[src/rtl/vend_pkg.sv]
// rtl/vend_pkg.sv - shared state encoding and price-table helper for the vending controller
package vend_pkg;

    localparam int STATE_W = 3;

    typedef enum logic [STATE_W-1:0] {
        IDLE     = 3'd0,
        ACCEPT   = 3'd1,
        CHECK    = 3'd2,
        DISPENSE = 3'd3,
        CHANGE   = 3'd4
    } state_t;

    // Bit offset of an item's price inside the flattened price table.
    function automatic int price_lsb(input int item, input int credit_w);
        return item * credit_w;
    endfunction

endpackage

[src/rtl/vend_txn_ctrl_if.sv]
// rtl/vend_txn_ctrl_if.sv - front-end/back-end signal bundle of the vending transaction controller
interface vend_txn_ctrl_if #(
    parameter int CREDIT_W  = 8,
    parameter int NUM_ITEMS = 4
);
    localparam int ITEM_W = $clog2(NUM_ITEMS);

    logic                          coin_valid;
    logic [CREDIT_W-1:0]           coin_value;
    logic                          sel_valid;
    logic [ITEM_W-1:0]             sel_item;
    logic                          cancel;
    logic [NUM_ITEMS*CREDIT_W-1:0] price_tbl;
    logic                          dispense_done;
    logic                          change_ready;
    logic [2:0]                    state;
    logic [CREDIT_W-1:0]           credit;
    logic                          dispense_req;
    logic [ITEM_W-1:0]             dispense_item;
    logic                          change_valid;
    logic [CREDIT_W-1:0]           change_amt;
    logic                          insufficient;
    logic                          coin_reject;
    logic                          overflow;

    modport slave (
        input  coin_valid, coin_value, sel_valid, sel_item, cancel, price_tbl,
               dispense_done, change_ready,
        output state, credit, dispense_req, dispense_item, change_valid, change_amt,
               insufficient, coin_reject, overflow
    );

    modport master (
        output coin_valid, coin_value, sel_valid, sel_item, cancel, price_tbl,
               dispense_done, change_ready,
        input  state, credit, dispense_req, dispense_item, change_valid, change_amt,
               insufficient, coin_reject, overflow
    );

endinterface

[src/rtl/vend_credit_acc.sv]
// rtl/vend_credit_acc.sv - saturating credit accumulator with sticky overflow flag
module vend_credit_acc #(
    parameter int CREDIT_W = 8
) (
    input  logic                clk,
    input  logic                rst_n,
    input  logic                clr_i,
    input  logic                load_i,
    input  logic                add_i,
    input  logic                sub_i,
    input  logic                ovf_clr_i,
    input  logic [CREDIT_W-1:0] val_i,
    output logic [CREDIT_W-1:0] credit_o,
    output logic                overflow_o
);

    logic [CREDIT_W-1:0] credit_q;
    logic                ovf_q;
    logic [CREDIT_W:0]   sum;

    assign sum = {1'b0, credit_q} + {1'b0, val_i};

    always_ff @(posedge clk) begin
        if (!rst_n) begin
            credit_q <= '0;
            ovf_q    <= 1'b0;
        end else begin
            if (clr_i) begin
                credit_q <= '0;
            end else if (load_i) begin
                credit_q <= val_i;
            end else if (add_i) begin
                if (sum[CREDIT_W]) begin
                    credit_q <= '1;
                    ovf_q    <= 1'b1;
                end else begin
                    credit_q <= sum[CREDIT_W-1:0];
                end
            end else if (sub_i) begin
                credit_q <= credit_q - val_i;
            end
            if (ovf_clr_i) begin
                ovf_q <= 1'b0;
            end
        end
    end

    assign credit_o   = credit_q;
    assign overflow_o = ovf_q;

endmodule

[src/rtl/vend_txn_ctrl.sv]
// rtl/vend_txn_ctrl.sv - vending transaction FSM: accept coins, check price, dispense, return change
// Optional ACCEPT-state inactivity refund enabled by defining VEND_TIMEOUT_EN.
module vend_txn_ctrl
    import vend_pkg::*;
#(
    parameter int CREDIT_W    = 8,
    parameter int NUM_ITEMS   = 4,
    parameter int TIMEOUT_CYC = 1000
) (
    input logic            clk,
    input logic            rst_n,
    vend_txn_ctrl_if.slave bus
);

    localparam int ITEM_W = $clog2(NUM_ITEMS);

    state_t              state_q, state_d;
    logic [ITEM_W-1:0]   item_q;
    logic                disp_req_q, chg_valid_q, insuff_q, coin_rej_q;
    logic [CREDIT_W-1:0] credit, price, acc_val;
    logic                overflow, acc_clr, acc_load, acc_add, acc_sub, ovf_clr;
    logic                chk_ok, quiet, tmo_hit;

    assign price  = bus.price_tbl[price_lsb(int'(item_q), CREDIT_W) +: CREDIT_W];
    assign chk_ok = (credit >= price);
    assign quiet  = !bus.coin_valid && !bus.sel_valid;

`ifdef VEND_TIMEOUT_EN
    localparam int TMO_W = $clog2(TIMEOUT_CYC + 1);
    logic [TMO_W-1:0] tmo_q;

    // Counts consecutive quiet ACCEPT cycles; any coin/selection restarts the window.
    always_ff @(posedge clk) begin
        if (!rst_n || state_q != ACCEPT || !quiet) begin
            tmo_q <= '0;
        end else begin
            tmo_q <= tmo_q + 1'b1;
        end
    end

    assign tmo_hit = (state_q == ACCEPT) && quiet && (tmo_q == TMO_W'(TIMEOUT_CYC - 1));
`else
    assign tmo_hit = 1'b0;
`endif

    always_comb begin
        state_d  = state_q;
        acc_clr  = 1'b0;
        acc_load = 1'b0;
        acc_add  = 1'b0;
        acc_sub  = 1'b0;
        acc_val  = bus.coin_value;
        case (state_q)
            IDLE: begin
                if (bus.coin_valid) begin
                    acc_load = 1'b1;
                    state_d  = ACCEPT;
                end
            end
            ACCEPT: begin
                acc_add = bus.coin_valid;
                if (bus.cancel || tmo_hit) begin
                    state_d = CHANGE;
                end else if (bus.sel_valid) begin
                    state_d = CHECK;
                end
            end
            CHECK: begin
                if (chk_ok) begin
                    acc_sub = 1'b1;
                    acc_val = price;
                    state_d = DISPENSE;
                end else begin
                    state_d = ACCEPT;
                end
            end
            DISPENSE: begin
                if (bus.dispense_done) begin
                    state_d = (credit != '0) ? CHANGE : IDLE;
                end
            end
            CHANGE: begin
                if (chg_valid_q && bus.change_ready) begin
                    acc_clr = 1'b1;
                    state_d = IDLE;
                end
            end
            default: begin
                acc_clr = 1'b1;
                state_d = IDLE;
            end
        endcase
        ovf_clr = (state_d == IDLE);
    end

    always_ff @(posedge clk) begin
        if (!rst_n) begin
            state_q     <= IDLE;
            item_q      <= '0;
            disp_req_q  <= 1'b0;
            chg_valid_q <= 1'b0;
            insuff_q    <= 1'b0;
            coin_rej_q  <= 1'b0;
        end else begin
            state_q <= state_d;
            if (state_q == ACCEPT && bus.sel_valid && !bus.cancel && !tmo_hit) begin
                item_q <= bus.sel_item;
            end
            disp_req_q  <= (state_d == DISPENSE);
            chg_valid_q <= (state_d == CHANGE);
            insuff_q    <= (state_q == CHECK) && !chk_ok;
            coin_rej_q  <= bus.coin_valid && (state_q != IDLE) && (state_q != ACCEPT);
        end
    end

    vend_credit_acc #(.CREDIT_W(CREDIT_W)) u_acc (
        .clk       (clk),
        .rst_n     (rst_n),
        .clr_i     (acc_clr),
        .load_i    (acc_load),
        .add_i     (acc_add),
        .sub_i     (acc_sub),
        .ovf_clr_i (ovf_clr),
        .val_i     (acc_val),
        .credit_o  (credit),
        .overflow_o(overflow)
    );

    assign bus.state         = state_q;
    assign bus.credit        = credit;
    assign bus.dispense_req  = disp_req_q;
    assign bus.dispense_item = item_q;
    assign bus.change_valid  = chg_valid_q;
    assign bus.change_amt    = chg_valid_q ? credit : '0;
    assign bus.insufficient  = insuff_q;
    assign bus.coin_reject   = coin_rej_q;
    assign bus.overflow      = overflow;

endmodule
[src/flat_wrapper.sv]
// flat-port wrapper written by rule: the top's interface ports become plain ports
module vend_txn_ctrl_flat import vend_pkg::*;
#(
    parameter int CREDIT_W    = 8,
    parameter int NUM_ITEMS   = 4,
    parameter int TIMEOUT_CYC = 1000
)
  (clk, rst_n, bus_coin_valid, bus_coin_value, bus_sel_valid, bus_sel_item, bus_cancel, bus_price_tbl, bus_dispense_done, bus_change_ready, bus_state, bus_credit, bus_dispense_req, bus_dispense_item, bus_change_valid, bus_change_amt, bus_insufficient, bus_coin_reject, bus_overflow);
  vend_txn_ctrl_if #(.CREDIT_W(CREDIT_W), .NUM_ITEMS(NUM_ITEMS)) bus_i ();
  input logic clk;
  input logic rst_n;
  input wire logic [$bits(bus_i.coin_valid)-1:0] bus_coin_valid;
  input wire logic [$bits(bus_i.coin_value)-1:0] bus_coin_value;
  input wire logic [$bits(bus_i.sel_valid)-1:0] bus_sel_valid;
  input wire logic [$bits(bus_i.sel_item)-1:0] bus_sel_item;
  input wire logic [$bits(bus_i.cancel)-1:0] bus_cancel;
  input wire logic [$bits(bus_i.price_tbl)-1:0] bus_price_tbl;
  input wire logic [$bits(bus_i.dispense_done)-1:0] bus_dispense_done;
  input wire logic [$bits(bus_i.change_ready)-1:0] bus_change_ready;
  output wire logic [$bits(bus_i.state)-1:0] bus_state;
  output wire logic [$bits(bus_i.credit)-1:0] bus_credit;
  output wire logic [$bits(bus_i.dispense_req)-1:0] bus_dispense_req;
  output wire logic [$bits(bus_i.dispense_item)-1:0] bus_dispense_item;
  output wire logic [$bits(bus_i.change_valid)-1:0] bus_change_valid;
  output wire logic [$bits(bus_i.change_amt)-1:0] bus_change_amt;
  output wire logic [$bits(bus_i.insufficient)-1:0] bus_insufficient;
  output wire logic [$bits(bus_i.coin_reject)-1:0] bus_coin_reject;
  output wire logic [$bits(bus_i.overflow)-1:0] bus_overflow;
  assign bus_i.coin_valid = bus_coin_valid;
  assign bus_i.coin_value = bus_coin_value;
  assign bus_i.sel_valid = bus_sel_valid;
  assign bus_i.sel_item = bus_sel_item;
  assign bus_i.cancel = bus_cancel;
  assign bus_i.price_tbl = bus_price_tbl;
  assign bus_i.dispense_done = bus_dispense_done;
  assign bus_i.change_ready = bus_change_ready;
  assign bus_state = bus_i.state;
  assign bus_credit = bus_i.credit;
  assign bus_dispense_req = bus_i.dispense_req;
  assign bus_dispense_item = bus_i.dispense_item;
  assign bus_change_valid = bus_i.change_valid;
  assign bus_change_amt = bus_i.change_amt;
  assign bus_insufficient = bus_i.insufficient;
  assign bus_coin_reject = bus_i.coin_reject;
  assign bus_overflow = bus_i.overflow;
  vend_txn_ctrl #(.CREDIT_W(CREDIT_W), .NUM_ITEMS(NUM_ITEMS), .TIMEOUT_CYC(TIMEOUT_CYC)) u_core (.clk(clk), .rst_n(rst_n), .bus(bus_i));
endmodule
[config.mk]
export PLATFORM = sky130hd
export DESIGN_NAME = vend_txn_ctrl_flat
export DESIGN_NICKNAME = d
export VERILOG_FILES = /design/src/rtl/vend_pkg.sv /design/src/rtl/vend_txn_ctrl_if.sv /design/src/rtl/vend_credit_acc.sv /design/src/rtl/vend_txn_ctrl.sv /design/src/flat_wrapper.sv
export SDC_FILE = /design/constraint.sdc
export NUM_CORES = 1
export LEC_CHECK = 0
export BUFFER_PORTS_ARGS = -buffer_cell sky130_fd_sc_hd__buf_2
export CAP_MARGIN = 30
export CORE_ASPECT_RATIO = 1.4
export CORE_MARGIN = 2
export CORE_UTILIZATION = 55
export DETAILED_ROUTE_END_ITERATION = 8
export GPL_TIMING_DRIVEN = 0
export PLACE_DENSITY = 0.87
export SLEW_MARGIN = 25
export SYNTH_ARGS = -nofsm -noshare
export SYNTH_HDL_FRONTEND = slang
export SYNTH_SLANG_ARGS = --single-unit
[constraint.sdc]
create_clock -name clk -period 10.6 [get_ports clk]
set_clock_uncertainty 0.05 [all_clocks]
set_input_delay 1.06 -clock clk [delete_from_list [all_inputs] [get_ports clk]]
set_output_delay 1.06 -clock clk [all_outputs]
set_load 0.05 [all_outputs]
==> results.yml, run 1 <==
finish:
  area_delta_synth_final_pct: 22.2
  drive_above_1_share_pct: 31.5
  diodes: 0
  fillers: 336
  nets: 409
power_and_ir_drop:
  ir_drop_mv: 0.105
  power_leakage_nw: 1.43
  power.density_nw_per_um2: 111
drt:
  detail_route.wl_per_cell_um: 17.0
  drtIter0Drc: 99
  vias: 2337
  via_per_inst: 6.22
  ant_nets: 0
  drc: 0
  dr.pass1.iters: 5
  wl_um: 6380
yosys:
  synth_area_leaders: "dfxtp_1 (17%), ha_1 (14%), mux4_2 (8.3%), mux2i_1 (6.9%), inv_1 (4.0%)"
  synth.largest_area_cell: "dfxtp_1"
  yosys.area.top_type_share_pct: 16.7
  ys_ff_latch: 18
  synth_cell_types: 54
  ys_warn_count: 0
  synth_fp_nets: 330
  synthesis.area_um2: 2160
  synth_edf_count: 0
  synthFlopType: "dfxtp_1"
  ys_async_sr_fraction_pct: 0
  synth_area_per_cell_um2: 8.48
  syn_inst: 255
  ys_seq_area_share_pct: 16.7
sta:
  relSlewSlack_pct: 54.6
  fmax_mhz: 201
  setup_violations: 0
  min_period_over_period_pct: 47.0
  rsz0062_at_grt: "no"
  fin_crit_ps: 4980
  slew_viol_final: 0
  tightest_slew_ps: 679
  finalHoldViolCount: 0
  fin_setup_tns_ps: 0
  fin_ws_ps: 5620
worst_setup_path:
  crit_path_start_kind: "input pin"
  critPathMaxFanout: 10
  critPathLaunch: "bus_price_tbl[24]"
  critical_path_class: "in -> reg"
  worstPathRequired_ps: 10690
  r2r-start: "u_core.bus.dispense_item[0]"
  cp.arrival_ps: 5070
  end_kind: "flip-flop"
clocking:
  clock_path_buffers: 2
  clk_pin_slew_ps: 70
  numCtsBuffers: 3
  ctsResizeCount: 0
  root_buffer: "clkbuf_8"
  cts_sinks: 18
  h-tree-depth: 1
  postCtsHoldBufs: 0
  clkLatencyLatePin_ps: 260
  cts_tree: "done"
  cts_setup_buffers: 0
placement:
  io_buffers: 74
  hpwlAfterDp_um: 5190
  pre_cts_ws_ps: 5470
  place_congestion: 0.861
status:
  status: "finished clean"
global_route:
  grt_pass1_wl_um: 10600
  antenna_found_initial: 0
  grt_max_degree: 12
  grt_use_total_pct: 29.8
  first_global_vias: 2341
  grt_overflow_total: 0
run:
  cap_violations: 0
hold_path:
  worstHoldStart: "u_core.u_acc.overflow_o"
  hp-class: "reg -> reg"
floorplan:
  start_util_pct: 56.2
  die_h_um: 78.2
  row_count: 27
  coreArea_um2: 3850
  ioPinCount: 75
  die_w_um: 57.0
  die_area_um2: 4460
==> logic make-up (layout without fill, tap and decap cells) <==
kind of cell	after synthesis	after routing	share of synthesized area, %
AND/OR/NAND/NOR	84	84	20.9
flip-flops	18	18	16.7
multiplexers	24	24	15.8
buffers and inverters	34	112	7.17
adder cells (fa/ha/maj)	26	26	15.7
AO/OA/AOI/OAI	63	63	21.3
XOR/XNOR	6	6	2.43
==> power breakdown <==
part	switching, mW	leakage [nW]	internal [mW]
combinational	0.0939	1.25	0.0597
clock	0.0245	0.0288	0.0331
sequential	0.0102	0.147	0.0731
total	0.129	1.43	0.166
==> layer usage <==
layer	vias to the layer above	wire [µm]	global-route usage, %	share of wire, %
met4	0	308	15.1	4.8
met2	146	3300	54.1	52
met1	1069	2230	33.6	35
li1	1083	-	-	-
met5	-	0	0	0
met3	39	539	3.13	8.4
==> worst max-delay path: stages <==
cell       delay [ps]
buf_2             100
mux4_2            500
ha_1              290
nand2b_1          160
a2111oi_2         390
o31ai_2           190
nand2_4           180
buf_6             190
mux2i_1           260
inv_1              70
ha_1              260
buf_2             170
and3_1            180
a2111oi_4         430
a21oi_1           140
xor2_1            160
o21ai_0           210
o21ai_1           110
==> final timing paths <==
path | cells past startpoint | to | slack (ps)
max | 18 | u_core.u_acc.credit_o[7] | 5620
max reg2reg | 18 | u_core.u_acc.credit_o[7] | 5830
min reg2reg | 2 | u_core.u_acc.overflow_o | 600
min | 2 | u_core.u_acc.overflow_o | 600
==> placed cells by master, fill, tap and decap left out, types with 2 or more instances in the layout <==
cell type	instances
fa_1	2
ha_1	24
o311a_1	2
and2_1	10
xor2_1	2
xnor2_1	4
a22o_1	3
inv_1	23
nor3_1	4
a31oi_1	2
nor2_1	22
a2111oi_2	2
nand3_1	3
nor4_1	3
nand2_1	19
nand3b_1	2
clkbuf_8	4
and3_1	3
buf_2	78
mux4_2	8
a22oi_1	5
buf_6	2
a21o_1	2
nand2b_1	7
dfxtp_1	18
clkbuf_1	3
buf_4	2
mux2i_1	15
a21oi_1	17
o21bai_1	2
o21ai_0	11
o21a_1	3
nand4_1	4
==> flip-flops by register name, indices dropped and copies added (netlist names) <==
| register | cells |
|---|---|
| u_core.u_acc.overflow_o | 1 |
| u_core.bus.coin_reject | 1 |
| u_core.bus.state | 3 |
| u_core.bus.dispense_req | 1 |
| u_core.u_acc.credit_o | 8 |
| u_core.bus.change_valid | 1 |
| u_core.bus.dispense_item | 2 |
| u_core.bus.insufficient | 1 |
==> cells in the mapped netlist (3+ instances only) <==
master	number
clkbuf_1	3
o21a_1	3
o21ai_0	11
nand3_1	3
and2_1	10
a21oi_1	17
mux2i_1	15
mux4_2	8
buf_2	4
dfxtp_1	18
and3_1	3
xnor2_1	4
a22o_1	3
nor2_1	22
nand4_1	4
ha_1	24
inv_1	23
nand2_1	19
a22oi_1	5
nor4_1	3
nor3_1	4
nand2b_1	7
==> cell type report <==
type	instances	area, µm²	area share, %
Clock buffer	4	55.1	2.08
Multi-Input combinational cell	203	1650	62.4
Sequential cell	18	360	13.6
Buffer	11	68.8	2.60
Tap cell	43	53.8	2.04
Timing Repair Buffer	74	370	14.0
Inverter	23	86.3	3.27
==> metrics by stage <==
stage | hold WS [ps] | instances | util (%) | total power, mW | cell area [µm²]
after floorplan | 731 | 255 | - | 0.194 | 2160
after global placement | 533 | 372 | 67.2 | 0.230 | 2590
after detailed placement | 546 | 372 | 67.2 | 0.235 | 2590
after CTS | 566 | 376 | 68.6 | 0.293 | 2640
after global routing | 600 | 376 | 68.6 | 0.314 | 2640
final | 595 | 376 | 68.6 | 0.294 | 2640
No activity file was read; power rests on OpenSTA's default activity.
==> run 2: changes to the inputs <==
- CORE_UTILIZATION: 55 -> 51
- PLACE_DENSITY: 0.87 -> 0.81
- clock period: 10.6 -> 4.6 ns (I/O delays scaled with it)
==> results.yml, run 2 (synthesis gave the netlist of run 1 again) <==
sta:
  finalHoldViolCount: 0
  rsz0062_at_grt: "no"
  slew_viol_final: 0
  fin_crit_ps: 4320
  whs_ps: 378
  fin_ws_ps: 277
  relSlewSlack_pct: 57.2
  fmax_mhz: 231
  min_period_over_period_pct: 94.0
  setup_violations: 0
  fin_setup_tns_ps: 0
  tightest_slew_ps: 640
worst_setup_path:
  reg2reg_depth: 18
  critPathMaxFanout: 10
  r2r-start: "u_core.bus.dispense_item[0]"
  end_kind: "flip-flop"
  critical_path_class: "reg -> reg"
  crit_path_start_kind: "flip-flop"
  worstPathRequired_ps: 4720
  rrSetupSlack_ps: 280
  cp.arrival_ps: 4440
  r2r_end: "u_core.u_acc.credit_o[6]"
drt:
  drc: 0
  drtIter0Drc: 64
  ant_nets: 0
  wl_um: 6170
  dr.pass1.iters: 4
  detail_route.wl_per_cell_um: 16.2
  via_per_inst: 6.03
  vias: 2291
status:
  status: "finished clean"
finish:
  largest_reg_flops: 8
  fillers: 348
  postLayoutCoreUtil_pct: 65.1
  final-seq-area_um2: 362
  final_cells: 380
  diodes: 0
  nets: 411
  area_delta_synth_final_pct: 25.4
  final_common_cell: "buf_2"
  layout_common_cells: "buf_2 (77), ha_1 (24), inv_1 (23)"
  final_cell_area_um2: 2710
  drive_above_1_share_pct: 34.3
  multi_input_area_um2: 1690
floorplan:
  die_h_um: 81.1
  die_area_um2: 4790
  coreArea_um2: 4170
  ioPinCount: 75
  die_w_um: 59.0
  row_count: 28
  start_util_pct: 51.9
placement:
  hpwlAfterDp_um: 4940
  dp_cells: 374
  pre_cts_ws_ps: -59.3
  io_buffers: 74
  placed_area_um2: 2590
  place_congestion: 0.875
power_and_ir_drop:
  ir_drop_mv: 0.165
  p_int_mw: 0.390
  switching_share_pct: 43.7
  power.total_mw: 0.693
  combPwrFrac_pct: 52.5
  power_leakage_nw: 1.43
  power.density_nw_per_um2: 255
  switching_power_mw: 0.303
  pwr-share-clk_pct: 20.0
  seqPwrFrac_pct: 27.6
global_route:
  grt_max_degree: 12
  antenna_found_initial: 0
  first_global_vias: 2278
  grt_overflow_total: 0
  grt_use_total_pct: 27.7
  grt_pass1_wl_um: 10200
run:
  cap_violations: 0
clocking:
  cts_sinks: 18
  clk_pin_slew_ps: 80
  postCtsHoldBufs: 0
  h-tree-depth: 1
  clkLatencyLatePin_ps: 270
  cts_tree: "done"
  root_buffer: "clkbuf_8"
  clock_path_buffers: 2
  numCtsBuffers: 3
hold_path:
  whs_path_depth: 3
  hp-class: "in -> reg"
  holdPathEnd: "u_core.bus.dispense_item[0]"
  worstHoldStart: "bus_sel_item[0]"
run 2: cell count changes in the layout (fill, tap and decap cells not counted), sizes merged:
cell | before | now
buf | 82 | 85
clkbuf | 7 | 6
run 2: worst max path at each step:
| stage | startpoint | to | slack, ps | depth (start not counted) |
|---|---|---|---|---|
| final | u_core.bus.dispense_item[0] | u_core.u_acc.credit_o[6] | 280 | 18 |
| after CTS | u_core.bus.dispense_item[0] | u_core.u_acc.credit_o[7] | 6 | 18 |
| after global placement | u_core.bus.dispense_item[0] | u_core.u_acc.credit_o[7] | -10 | 18 |
| after detailed placement | u_core.bus.dispense_item[0] | u_core.u_acc.credit_o[7] | -60 | 18 |
| after global routing | u_core.bus.dispense_item[0] | u_core.u_acc.credit_o[6] | 30 | 18 |
| after floorplan | u_core.bus.dispense_item[0] | u_core.u_acc.credit_o[7] | 140 | 18 |
run 2: layer usage:
layer | wire [µm] | vias to the layer above | GRT usage [%] | part of all wire, %
met4 | 190 | 0 | 11.8 | 3.1
met3 | 355 | 19 | 1.43 | 5.8
met1 | 2380 | 1087 | 32.5 | 39
met2 | 3240 | 100 | 50.9 | 52
met5 | 0 | - | 0 | 0
li1 | - | 1085 | - | -
run 2: area by class of cell:
type | count | share of cell area, %
multi-input cells | 203 | 62.2
repair buffers | 77 | 14.5
flip-flops and latches | 18 | 13.3
inverters | 23 | 3.18
plain buffers | 10 | 2.67
well taps | 45 | 2.07
clock buffers | 4 | 2.03
run 2: power by group through the flow:
stage | sequential, mW | clock, mW | combinational, mW
2_1_floorplan | 0.230 | 0 | 0.218
3_3_place_gp | 0.194 | 0 | 0.337
3_5_place_dp | 0.195 | 0 | 0.345
4_1_cts | 0.191 | 0.137 | 0.348
5_1_grt | 0.194 | 0.142 | 0.401
6_report | 0.191 | 0.138 | 0.364
run 2: repair_timing:
action | 4_1_cts | 5_1_grt
setup buffers | 0 | 3
setup endpoints to repair | 2 | 9
gates resized for setup | 2 | 9
hold endpoints to repair | 0 | 0
pin swaps | 0 | 2
gates cloned | 0 | 0
run 2: critical path, cell delays in order (launching register included):
cell	delay (ps)
dfxtp_2	340
buf_6	160
mux4_2	550
ha_1	280
nand2b_1	170
a2111oi_4	360
o31ai_4	150
nand2_4	130
buf_6	180
mux2i_1	250
inv_1	70
ha_1	260
buf_2	180
inv_1	80
a21oi_1	190
o31ai_2	130
a221oi_2	270
xnor2_1	130
o311ai_0	270
==> run 3: changes to the inputs <==
- MAX_ROUTING_LAYER: not set -> met4
==> results.yml, run 3 (synthesis gave the netlist of run 1 again) <==
drt:
  ant_nets: 0
  vias: 2264
  via_per_inst: 5.96
  drtIter0Drc: 86
  dr.pass1.iters: 4
  wl_um: 6230
  detail_route.wl_per_cell_um: 16.4
  drc: 0
finish:
  diodes: 0
  fillers: 375
  area_delta_synth_final_pct: 25.6
  largest_reg_flops: 8
  layout_common_cells: "buf_2 (77), ha_1 (24), inv_1 (23)"
  final_cells: 380
  nets: 411
  final_common_cell: "buf_2"
  drive_above_1_share_pct: 34.0
floorplan:
  ioPinCount: 75
  start_util_pct: 51.9
  die_area_um2: 4790
  coreArea_um2: 4170
  row_count: 28
  die_h_um: 81.1
  die_w_um: 59.0
worst_setup_path:
  path_cells: "buf_6 > mux4_2 > ha_1 > nand2b_1 > a2111oi_4 > o31ai_4 > nand2_4 > buf_8 > mux2i_2 > inv_1 > ha_1 > buf_2 > inv_1 > a21oi_1 > o31ai_2 > a221oi_2 > xnor2_1 > o311ai_1"
  critPathMaxFanout: 10
  end_kind: "flip-flop"
  slowest_delay_ps: 560
  crit_path_start_kind: "flip-flop"
  r2r_end: "u_core.u_acc.credit_o[6]"
  reg2reg_depth: 18
  critical_path_class: "reg -> reg"
  rrSetupSlack_ps: 180
  worstPathRequired_ps: 4720
  critPathSlowestCell: "mux4_2"
  r2r-start: "u_core.bus.dispense_item[0]"
  cp.arrival_ps: 4540
placement:
  place_congestion: 0.867
  pre_cts_ws_ps: -83.6
  dp_cells: 374
  io_buffers: 74
  hpwlAfterDp_um: 4940
power_and_ir_drop:
  power.total_mw: 0.695
  ir_drop_mv: 0.154
  power.density_nw_per_um2: 256
  power_leakage_nw: 1.43
hold_path:
  whs_path_depth: 3
  hp-class: "in -> reg"
  worstHoldStart: "bus_sel_item[0]"
  holdPathEnd: "u_core.bus.dispense_item[0]"
global_route:
  grt_overflow_total: 0
  grt_max_degree: 12
  grt_pass1_wl_um: 9950
  first_global_vias: 2173
  grt_use_total_pct: 27.7
  antenna_found_initial: 0
sta:
  fin_ws_ps: 184
  tightest_slew_ps: 661
  setup_violations: 0
  fin_crit_ps: 4420
  slew_viol_final: 0
  min_period_over_period_pct: 96.0
  relSlewSlack_pct: 55.7
  finalHoldViolCount: 0
  fmax_mhz: 226
status:
  status: "finished clean"
clocking:
  clkLatencyLatePin_ps: 270
  cts_tree: "done"
  numCtsBuffers: 3
  cts_sinks: 18
  root_buffer: "clkbuf_8"
  h-tree-depth: 1
  postCtsHoldBufs: 0
  clk_pin_slew_ps: 90
  clock_path_buffers: 2
run:
  cap_violations: 0
[run 3: per-layer routing]
metal,GRT usage [%],share of wire (%),wire length (µm),vias up
li1,-,-,-,1085
met1,31.5,40,2460,1059
met2,50.2,52,3250,105
met3,2.39,5.5,344,15
met4,8.86,2.8,172,0
met5,-,0,0,-
[run 3: layout make-up]
cell class | instances | area, µm² | share of cell area [%]
repair buffers | 78 | 400 | 14.7
multi-input cells | 203 | 1690 | 62.0
flip-flops and latches | 18 | 362 | 13.3
clock buffers | 4 | 55.1 | 2.03
inverters | 23 | 86.3 | 3.18
plain buffers | 9 | 71.3 | 2.63
well taps | 45 | 56.3 | 2.07
[run 3: worst max-delay path by stage]
stage,start,end,slack [ps],cells past startpoint
6_report,u_core.bus.dispense_item[0],u_core.u_acc.credit_o[6],180,18
5_1_grt,u_core.bus.dispense_item[0],u_core.u_acc.credit_o[6],-60,18
4_1_cts,u_core.bus.dispense_item[0],u_core.u_acc.credit_o[7],7,18
3_5_place_dp,u_core.bus.dispense_item[0],u_core.u_acc.credit_o[7],-80,18
3_3_place_gp,u_core.bus.dispense_item[0],u_core.u_acc.credit_o[6],-20,14
2_1_floorplan,u_core.bus.dispense_item[0],u_core.u_acc.credit_o[7],140,18
[run 3: what timing repair did]
item                       4_1_cts  5_1_grt
buffers inserted                 0        4
setup endpoints to repair        4        8
pin swaps                        1        3
resized for setup                1       10
[run 3: per-stage QoR]
stage | TNS, ps | hold slack (ps) | area [µm²] | utilization (%)
after floorplan | 0 | 524 | 2160 | -
after global placement | -37.9 | 535 | 2590 | 62.2
after detailed placement | -106 | 538 | 2590 | 62.2
after CTS | 0 | 378 | 2650 | 63.4
after global routing | -93.2 | 404 | 2720 | 65.2
final | 0 | 372 | 2720 | 65.2
[run 3: worst max-delay path, delay by kind of cell, from the launching register on]
kind                       cells  cell delay [ps]
DFF                            1              350
adders and majority gates      2              560
and+or+nand+nor                2              320
muxes                          2              800
buffers and inverters          5              690
AOI/OAI and AO/OA              6             1420
xor gates and xnor gates       1              130
[run 3: power breakdown]
group,internal [mW],switching [mW]
registers,0.168,0.0234
clock network,0.0763,0.0632
logic,0.144,0.221
total,0.388,0.307
